===== src/rtl/fifo_axis_drain.sv =====
// Drains a programmed number of blocks from the AES block FIFO and
// serialises each block MSB-slice-first onto an AXI4-Stream master.
module fifo_axis_drain #(
    parameter int DATA_WIDTH = 128,
    parameter int AXIS_WIDTH = 32,
    parameter int CNT_WIDTH  = 16
) (
    input  logic                  clk,
    input  logic                  reset,
    input  logic                  start,
    input  logic [CNT_WIDTH-1:0]  blk_count,
    output logic                  busy,
    output logic                  done,
    input  logic [DATA_WIDTH-1:0] fifo_rdata,
    output logic                  fifo_read_e,
    input  logic                  fifo_empty,
    input  logic                  fifo_ready,
    output logic [AXIS_WIDTH-1:0] m_axis_tdata,
    output logic                  m_axis_tvalid,
    input  logic                  m_axis_tready,
    output logic                  m_axis_tlast
);

    localparam int BEATS = DATA_WIDTH / AXIS_WIDTH;
    localparam int BW = (BEATS > 1) ? $clog2(BEATS) : 1;
    localparam logic [BW-1:0] LAST_BEAT = BW'(BEATS - 1);
    localparam logic [CNT_WIDTH-1:0] ONE_BLK = CNT_WIDTH'(1);

    typedef enum logic [1:0] {
        S_IDLE,
        S_READ,
        S_CAPTURE,
        S_STREAM
    } state_t;

    state_t                state_q, state_d;
    logic [CNT_WIDTH-1:0]  blocks_left_q, blocks_left_d;
    logic [BW-1:0]         beat_idx_q, beat_idx_d;
    logic [DATA_WIDTH-1:0] shreg_q, shreg_d;
    logic                  done_q, done_d;
    logic                  last_beat;
    logic                  last_blk;

    always_ff @(posedge clk or posedge reset) begin
        if (reset) begin
            state_q       <= S_IDLE;
            blocks_left_q <= '0;
            beat_idx_q    <= '0;
            shreg_q       <= '0;
            done_q        <= 1'b0;
        end else begin
            state_q       <= state_d;
            blocks_left_q <= blocks_left_d;
            beat_idx_q    <= beat_idx_d;
            shreg_q       <= shreg_d;
            done_q        <= done_d;
        end
    end

    assign last_beat = (beat_idx_q == LAST_BEAT);
    assign last_blk  = (blocks_left_q == ONE_BLK);

    always_comb begin
        state_d       = state_q;
        blocks_left_d = blocks_left_q;
        beat_idx_d    = beat_idx_q;
        shreg_d       = shreg_q;
        done_d        = 1'b0;
        fifo_read_e   = 1'b0;
        unique case (state_q)
            S_IDLE: begin
                // done_q high means the packet just ended; start is ignored
                if (start && !done_q) begin
                    if (blk_count != '0) begin
                        blocks_left_d = blk_count;
                        state_d       = S_READ;
                    end else begin
                        done_d = 1'b1;
                    end
                end
            end
            S_READ: begin
                if (!fifo_empty && fifo_ready) begin
                    fifo_read_e = 1'b1;
                    state_d     = S_CAPTURE;
                end
            end
            S_CAPTURE: begin
                shreg_d    = fifo_rdata;
                beat_idx_d = '0;
                state_d    = S_STREAM;
            end
            S_STREAM: begin
                if (m_axis_tready) begin
                    shreg_d    = shreg_q << AXIS_WIDTH;
                    beat_idx_d = beat_idx_q + BW'(1);
                    if (last_beat) begin
                        if (last_blk) begin
                            blocks_left_d = '0;
                            done_d        = 1'b1;
                            state_d       = S_IDLE;
                        end else begin
                            blocks_left_d = blocks_left_q - ONE_BLK;
                            state_d       = S_READ;
                        end
                    end
                end
            end
            default: state_d = S_IDLE;
        endcase
    end

    // Stream outputs decode straight from state so reset drops them at once
    assign busy          = (state_q != S_IDLE);
    assign done          = done_q;
    assign m_axis_tvalid = (state_q == S_STREAM);
    assign m_axis_tdata  = shreg_q[DATA_WIDTH-1 -: AXIS_WIDTH];
    assign m_axis_tlast  = (state_q == S_STREAM) && last_beat && last_blk;

endmodule


===== config.mk =====
export PLATFORM = sky130hd
export DESIGN_NAME = fifo_axis_drain
export DESIGN_NICKNAME = d
export VERILOG_FILES = /design/src/rtl/fifo_axis_drain.sv
export SDC_FILE = /design/constraint.sdc
export NUM_CORES = 1
export LEC_CHECK = 0
export ABC_CLOCK_PERIOD_IN_PS = 5360
export CAP_MARGIN = 30
export CORE_MARGIN = 1.5
export CORE_UTILIZATION = 26
export CTS_CLUSTER_DIAMETER = 80
export CTS_CLUSTER_SIZE = 14
export DETAILED_ROUTE_END_ITERATION = 12
export GPL_ROUTABILITY_DRIVEN = 0
export HOLD_SLACK_MARGIN = 0.05
export PLACE_DENSITY = 0.57
export SETUP_SLACK_MARGIN = 0.1
export SYNTH_ARGS = -nofsm -noshare
export SYNTH_HDL_FRONTEND = slang
export SYNTH_SLANG_ARGS = --single-unit

===== constraint.sdc =====
create_clock -name clk -period 5.36 [get_ports clk]
set_clock_uncertainty 0.1 [all_clocks]
set_input_delay 1.608 -clock clk [delete_from_list [all_inputs] [get_ports clk]]
set_output_delay 1.608 -clock clk [all_outputs]
set_load 0.01 [all_outputs]

==> results of run 1 <==
==> through the flow <==
| step | setup WS [ns] | util, % | hold WS, ns |
|---|---|---|---|
| after floorplan | 1.69 | - | 0.349 |
| after global placement | 0.785 | 33.8 | 0.360 |
| after detailed placement | 0.782 | 33.8 | 0.369 |
| after CTS | 0.782 | 35.9 | 0.384 |
| after global routing | 0.733 | 35.9 | 0.408 |
| final | 0.805 | 35.9 | 0.378 |
==> cells by family after synthesis <==
family | share of synthesized area, %
AO/OA/AOI/OAI | 16.4
XOR/XNOR | 0.122
adder cells (fa/ha/maj) | 1.22
buffers and inverters | 7.22
flip-flops | 51.8
multiplexers | 13.7
AND/OR/NAND/NOR | 9.60
==> cell usage after synthesis (all sizes together) (2+ instances only) <==
cell type and count:
a21oi 19, a22o 32, a22oi 4, a31oi 2, a32oi 6, and3 2, and4 2, buf 55
clkbuf 26, dfrtp 149, ha 7, inv 11, mux2i 97, nand2 104, nand2b 2, nand4 2
nor2 16, nor3 8, nor3b 3, nor4 6, o21ai 122, o22ai 2
==> final cells by class <==
class,instances,area [µm²]
sequential,149,3730
antenna,4,10.0
clock buffer,17,425
clock inverter,15,145
multi-input combinational,451,2980
fill,2725,17300
inverter,11,45.0
tap,341,427
timing repair buffer,193,1950
==> where the power goes <==
part	total [mW]	leakage (nW)	internal (mW)	switching, mW
logic	2.43	1.95	1.09	1.33
registers	1.99	1.88	1.64	0.347
clock network	1.18	0.282	0.651	0.531
==> per-layer routing <==
layer,share of wire [%],vias up
li1,-,2688
met1,49,2487
met2,44,132
met3,4.6,25
met4,2.2,0
met5,0,-
==> state kept, by name, indices dropped and copies added, names as in the netlist <==
name	count
done	1
blocks_left_q	16
state_q	2
beat_idx_q	2
shreg_q	128
==> worst register-to-register path: cells and delay by family, from the launching register on <==
family | cells | cell delay (ns)
muxes | 1 | 0.39
adders and majority gates | 1 | 0.46
buffers and inverters | 2 | 1.42
AOI/OAI and AO/OA | 1 | 0.12
DFF | 1 | 0.45
==> final timing paths <==
check	from	end	slack [ns]	cells past startpoint
max in group asynchronous	reset	shreg_q[71]$_DFFE_PP0P_	2.76	3
min reg2reg	shreg_q[124]$_DFFE_PP0P_	shreg_q[124]$_DFFE_PP0P_	0.38	2
min	shreg_q[124]$_DFFE_PP0P_	shreg_q[124]$_DFFE_PP0P_	0.38	2
max	fifo_ready	fifo_read_e	0.80	4
min in group asynchronous	reset	state_q[0]$_DFFE_PP0P_	1.58	3
max reg2reg	state_q[0]$_DFFE_PP0P_	shreg_q[79]$_DFFE_PP0P_	2.29	5
==> impl_metrics.xml, run 1 <==
<?xml version="1.0" encoding="UTF-8"?>
<metrics>
  <group name="floorplan">
    <metric name="design.die.area" unit="µm²">28700</metric>
    <metric name="die_w" unit="µm">169</metric>
    <metric name="pin_count" unit="">187</metric>
    <metric name="coreArea" unit="µm²">27000</metric>
    <metric name="placementRows" unit="">60</metric>
    <metric name="die-height" unit="µm">169</metric>
    <metric name="floorplan.initialDensity" unit="%">26.6</metric>
  </group>
  <group name="worst_setup_path">
    <metric name="cp-end-kind" unit="">primary output</metric>
    <metric name="critPathTopFamily" unit="">buffers and inverters</metric>
    <metric name="crit_arrival" unit="ns">2.85</metric>
    <metric name="critical_path_buf_inv_count" unit="">3</metric>
    <metric name="cp_cell_sequence" unit="">clkdlybuf4s50_1, inv_1, nor3b_1, clkdlybuf4s50_1</metric>
    <metric name="cp-start-kind" unit="">input port</metric>
    <metric name="cpPeakStageDelay" unit="ns">0.56</metric>
    <metric name="worst-setup-path-type" unit="">in -&gt; out</metric>
    <metric name="crit_path_max_fo" unit="">2</metric>
    <metric name="critPathRequiredTime" unit="ns">3.65</metric>
    <metric name="timing.critical_path.slowest_stage_cell" unit="">clkdlybuf4s50_1</metric>
    <metric name="crit_path_frequent_cell" unit="">clkdlybuf4s50_1</metric>
  </group>
  <group name="global_routing">
    <metric name="grt_pass1_wl" unit="µm">31400</metric>
    <metric name="antenna_found_initial" unit="">4</metric>
    <metric name="grtUsageTotal" unit="%">14.6</metric>
    <metric name="met2_usage" unit="%">20.6</metric>
    <metric name="maximum_number_of_pins_on_one_net_before_global_route_repair" unit="">150</metric>
    <metric name="grt-ovfl-total" unit="">0</metric>
    <metric name="grt_use_met1" unit="%">21.1</metric>
    <metric name="grt_use_met3" unit="%">3.40</metric>
    <metric name="busiest_layer_in_global_routing" unit="">met1</metric>
    <metric name="number_of_global_route_vias_before_repair" unit="">5302</metric>
  </group>
  <group name="final_layout">
    <metric name="final_layout_size_suffix_gt1_share" unit="%">6.10</metric>
    <metric name="final_common_cell" unit="">clkdlybuf4s50_1</metric>
    <metric name="finalNonFillerCells" unit="">1181</metric>
    <metric name="final_cell_mix" unit="">clkdlybuf4s50_1, dfrtp_1, nand2_1</metric>
    <metric name="flow.area_growth_from_synthesis" unit="%">35.0</metric>
    <metric name="postLayoutCellArea" unit="µm²">9710</metric>
    <metric name="fin_nets" unit="">980</metric>
  </group>
  <group name="yosys">
    <metric name="synth_top_area_share" unit="%">51.8</metric>
    <metric name="synth_largest_area_cell" unit="">dfrtp_1</metric>
    <metric name="synth-seq-cells" unit="">149</metric>
    <metric name="seq_area_frac_synth" unit="%">51.8</metric>
    <metric name="synthArstFlopShare" unit="%">100</metric>
    <metric name="yosys.cell_types.count" unit="">46</metric>
    <metric name="yosys-top-cells-area" unit="">dfrtp_1, mux2i_1, o21ai_0, nand2_1, buf_4</metric>
    <metric name="yosysWarningCount" unit="">0</metric>
    <metric name="number_of_synthesized_flops_with_an_enable_pin" unit="">0</metric>
    <metric name="synthesis.area_per_instance" unit="µm²">10.4</metric>
    <metric name="synth.cell_area" unit="µm²">7190</metric>
    <metric name="ys.flop_type" unit="">dfrtp_1</metric>
    <metric name="post_synth_inst_count" unit="">692</metric>
    <metric name="synth_fp_nets" unit="">849</metric>
  </group>
  <group name="worst_hold_path">
    <metric name="path_category_of_the_worst_min_delay_check" unit="">reg -&gt; reg</metric>
  </group>
  <group name="clock_network">
    <metric name="clock_insertion_delay_worst_skew" unit="ns">0.43</metric>
    <metric name="tritoncts.num_buffers" unit="">17</metric>
    <metric name="cts_tree" unit="">done</metric>
    <metric name="cts_post_setup_buffers_inserted" unit="">0</metric>
    <metric name="clockRootBuffer" unit="">clkbuf_16</metric>
    <metric name="numClockSinks" unit="">149</metric>
    <metric name="cts_buffer_depth" unit="">2</metric>
    <metric name="post_cts.resized_instances" unit="">0</metric>
    <metric name="postCtsHoldBufs" unit="">0</metric>
    <metric name="cts-htree-levels" unit="">4</metric>
    <metric name="clkTransAtPathRegs" unit="ns">0.06</metric>
  </group>
  <group name="drt">
    <metric name="dr_drc_count" unit="">0</metric>
    <metric name="firstDrtPassIters" unit="">4</metric>
    <metric name="vias" unit="">5332</metric>
    <metric name="violation_count_after_the_first_detailed_routing_iteration" unit="">345</metric>
    <metric name="ant_nets" unit="">0</metric>
    <metric name="route.detailed.wl_per_inst" unit="µm">17.1</metric>
    <metric name="drt_wl_total" unit="µm">20200</metric>
    <metric name="route.detailed.vias_per_inst" unit="">4.51</metric>
  </group>
  <group name="timing">
    <metric name="worst_tran_pin_value" unit="ns">0.981</metric>
    <metric name="maxSlewHeadroom" unit="%">34.6</metric>
    <metric name="post-route-period-util" unit="%">85.0</metric>
    <metric name="setup_violations" unit="">0</metric>
    <metric name="final_slew_violations" unit="">0</metric>
    <metric name="fin_crit" unit="ns">4.56</metric>
    <metric name="rsz0062_at_grt" unit="">no</metric>
    <metric name="achievable-frequency" unit="MHz">220</metric>
    <metric name="timing_hold_violations_final" unit="">0</metric>
    <metric name="setup_total_negative_slack" unit="ns">0</metric>
  </group>
  <group name="place">
    <metric name="place_area" unit="µm²">9130</metric>
    <metric name="detailedPlacementHpwl" unit="µm">14100</metric>
    <metric name="port-buffer-count" unit="">186</metric>
    <metric name="dp_cells" unit="">1145</metric>
  </group>
  <group name="power_and_ir_drop">
    <metric name="total_power" unit="mW">5.59</metric>
    <metric name="ir_drop" unit="mV">0.201</metric>
    <metric name="power_per_cell_area" unit="nW/µm²">576</metric>
    <metric name="power_leakage" unit="nW">4.12</metric>
  </group>
  <group name="status">
    <metric name="outcome" unit="">finished, final reports clean</metric>
  </group>
  <group name="run">
    <metric name="maxCapViolCount" unit="">0</metric>
  </group>
</metrics>
Note: power is estimated with default switching activity, not from simulation.
==> run 2: changes to the inputs <==
--- a/config.mk
+++ b/config.mk
@@ -5,7 +5,7 @@
 export SDC_FILE = /design/constraint.sdc
 export NUM_CORES = 1
 export LEC_CHECK = 0
-export ABC_CLOCK_PERIOD_IN_PS = 5360
+export ABC_CLOCK_PERIOD_IN_PS = 3930
 export CAP_MARGIN = 30
 export CORE_MARGIN = 1.5
 export CORE_UTILIZATION = 26
==> constraint.sdc (replaced) <==
create_clock -name clk -period 3.93 [get_ports clk]
set_clock_uncertainty 0.1 [all_clocks]
set_input_delay 1.179 -clock clk [delete_from_list [all_inputs] [get_ports clk]]
set_output_delay 1.179 -clock clk [all_outputs]
set_load 0.01 [all_outputs]
==> run 2 against run 1 <==
  * Sequential share of layout area down 0.32 points
  * Core utilization is 0.30 points higher
  * Register-to-register slack worse by 1.4 ns
  * Largest power group unchanged
==> impl_metrics.xml, run 2 (synthesis results as in run 1) <==
<?xml version="1.0" encoding="UTF-8"?>
<metrics>
  <group name="global_routing">
    <metric name="busiest_layer_in_global_routing" unit="">met2</metric>
    <metric name="met2_usage" unit="%">20.9</metric>
    <metric name="grt_use_met1" unit="%">20.5</metric>
    <metric name="grtUsageTotal" unit="%">14.2</metric>
    <metric name="grt-ovfl-total" unit="">0</metric>
    <metric name="grt_pass1_wl" unit="µm">30600</metric>
    <metric name="maximum_number_of_pins_on_one_net_before_global_route_repair" unit="">139</metric>
    <metric name="antenna_found_initial" unit="">2</metric>
    <metric name="number_of_global_route_vias_before_repair" unit="">5229</metric>
    <metric name="grt_use_met3" unit="%">2.47</metric>
  </group>
  <group name="clock_network">
    <metric name="tritoncts.num_buffers" unit="">17</metric>
    <metric name="postCtsHoldBufs" unit="">0</metric>
    <metric name="cts-htree-levels" unit="">4</metric>
    <metric name="clock_insertion_delay_worst_skew" unit="ns">0.42</metric>
    <metric name="clkTransAtPathRegs" unit="ns">0.07</metric>
    <metric name="numClockSinks" unit="">149</metric>
    <metric name="clockRootBuffer" unit="">clkbuf_16</metric>
    <metric name="cts_tree" unit="">done</metric>
    <metric name="post_cts.resized_instances" unit="">0</metric>
    <metric name="cts_post_setup_buffers_inserted" unit="">0</metric>
    <metric name="cts_buffer_depth" unit="">2</metric>
  </group>
  <group name="final_layout">
    <metric name="n_fill_cell" unit="">2729</metric>
    <metric name="largest_register_ffs" unit="">128</metric>
    <metric name="final_common_cell" unit="">clkdlybuf4s50_1</metric>
    <metric name="final_cell_mix" unit="">clkdlybuf4s50_1, dfrtp_1, nand2_1</metric>
    <metric name="final_layout_size_suffix_gt1_share" unit="%">6.66</metric>
    <metric name="fin_nets" unit="">985</metric>
    <metric name="postLayoutCellArea" unit="µm²">9790</metric>
    <metric name="largestRegisters" unit="">shreg_q x128, blocks_left_q x16</metric>
    <metric name="flow.area_growth_from_synthesis" unit="%">36.1</metric>
    <metric name="largest_register" unit="">shreg_q</metric>
  </group>
  <group name="worst_setup_path">
    <metric name="critPathRequiredTime" unit="ns">2.65</metric>
    <metric name="cp-start-kind" unit="">input port</metric>
    <metric name="worst-setup-path-type" unit="">in -&gt; out</metric>
    <metric name="crit_arrival" unit="ns">2.46</metric>
    <metric name="cp-end-kind" unit="">primary output</metric>
    <metric name="crit_path_max_fo" unit="">2</metric>
  </group>
  <group name="drt">
    <metric name="route.detailed.vias_per_inst" unit="">4.52</metric>
    <metric name="firstDrtPassIters" unit="">4</metric>
    <metric name="vias" unit="">5342</metric>
    <metric name="route.detailed.wl_per_inst" unit="µm">16.8</metric>
    <metric name="dr_drc_count" unit="">0</metric>
    <metric name="violation_count_after_the_first_detailed_routing_iteration" unit="">337</metric>
    <metric name="drt_wl_total" unit="µm">19900</metric>
    <metric name="ant_nets" unit="">0</metric>
  </group>
  <group name="floorplan">
    <metric name="floorplan.initialDensity" unit="%">26.6</metric>
    <metric name="die-height" unit="µm">169</metric>
    <metric name="coreArea" unit="µm²">27000</metric>
    <metric name="placementRows" unit="">60</metric>
    <metric name="die_w" unit="µm">169</metric>
    <metric name="pin_count" unit="">187</metric>
    <metric name="design.die.area" unit="µm²">28700</metric>
  </group>
  <group name="timing">
    <metric name="achievable-frequency" unit="MHz">267</metric>
    <metric name="worst_tran_pin_value" unit="ns">0.809</metric>
    <metric name="timing_hold_violations_final" unit="">0</metric>
    <metric name="rsz0062_at_grt" unit="">no</metric>
    <metric name="setup_violations" unit="">0</metric>
    <metric name="post-route-period-util" unit="%">95.2</metric>
    <metric name="setup_total_negative_slack" unit="ns">0</metric>
    <metric name="fin_crit" unit="ns">3.74</metric>
    <metric name="maxSlewHeadroom" unit="%">46.0</metric>
    <metric name="final_slew_violations" unit="">0</metric>
  </group>
  <group name="power_and_ir_drop">
    <metric name="ir_drop" unit="mV">0.272</metric>
    <metric name="total_power" unit="mW">7.72</metric>
    <metric name="power_per_cell_area" unit="nW/µm²">788</metric>
    <metric name="power_leakage" unit="nW">4.15</metric>
  </group>
  <group name="place">
    <metric name="detailedPlacementHpwl" unit="µm">14300</metric>
    <metric name="port-buffer-count" unit="">186</metric>
    <metric name="place_area" unit="µm²">9180</metric>
  </group>
  <group name="status">
    <metric name="outcome" unit="">finished, final reports clean</metric>
  </group>
  <group name="worst_hold_path">
    <metric name="path_category_of_the_worst_min_delay_check" unit="">reg -&gt; reg</metric>
  </group>
  <group name="run">
    <metric name="maxCapViolCount" unit="">0</metric>
  </group>
</metrics>
[run 2: cell count changes in the layout (fill, tap and decap cells not counted), sizes merged, moves of 2 or more]
cell,previous run,this run
buf,7,12
clkinv,7,3
clkbuf,17,20
diode,4,1
clkinvlp,2,4
inv,16,14
[run 2: path summary, 6_finish.rpt]
| check | from | endpoint | slack [ns] | depth (start not counted) |
|---|---|---|---|---|
| hold reg to reg | shreg_q[123]$_DFFE_PP0P_ | shreg_q[123]$_DFFE_PP0P_ | 0.38 | 2 |
| setup / recovery | fifo_ready | fifo_read_e | 0.19 | 4 |
| max in group asynchronous | reset | shreg_q[77]$_DFFE_PP0P_ | 2.14 | 3 |
| hold / removal | shreg_q[123]$_DFFE_PP0P_ | shreg_q[123]$_DFFE_PP0P_ | 0.38 | 2 |
| setup reg to reg | state_q[0]$_DFFE_PP0P_ | shreg_q[49]$_DFFE_PP0P_ | 0.87 | 5 |
| min in group asynchronous | reset | done$_DFF_PP0_ | 1.12 | 3 |
[run 2: metal layers]
layer	part of all wire, %	vias up
li1	-	2703
met1	50	2495
met2	44	119
met3	4.1	23
met4	1.8	2
met5	0.065	-
[run 2: where the power goes]
group | internal [mW] | switching, mW | total (mW)
logic | 1.52 | 1.82 | 3.34
clock network | 0.998 | 0.683 | 1.68
registers | 2.24 | 0.461 | 2.70
total | 4.75 | 2.96 | 7.72
[run 2: through the flow]
stage | hold WS (ns) | std cells | setup WS, ns | utilization [%]
global placement | 0.360 | 1150 | 0.212 | 34.0
global route | 0.394 | 1183 | 0.107 | 36.2
floorplan | 0.349 | 692 | 0.776 | -
detailed placement | 0.368 | 1150 | 0.176 | 34.0
finish | 0.376 | 1183 | 0.189 | 36.2
CTS | 0.384 | 1182 | 0.182 | 36.2
[run 2: area by class of cell]
type,count,area [µm²],share of cell area (%)
timing repair buffer,198,2000,20.4
clock buffer,20,467,4.76
tap,341,427,4.36
inverter,11,45.0,0.460
sequential,149,3730,38.1
multi-input combinational,451,2980,30.4
clock inverter,12,143,1.46
antenna,1,2.50,0.0255
[run 2: worst max-delay path, stage by stage]
cell,delay (ns)
clkdlybuf4s50_1,0.45
inv_1,0.05
nor3b_1,0.21
clkdlybuf4s50_1,0.57
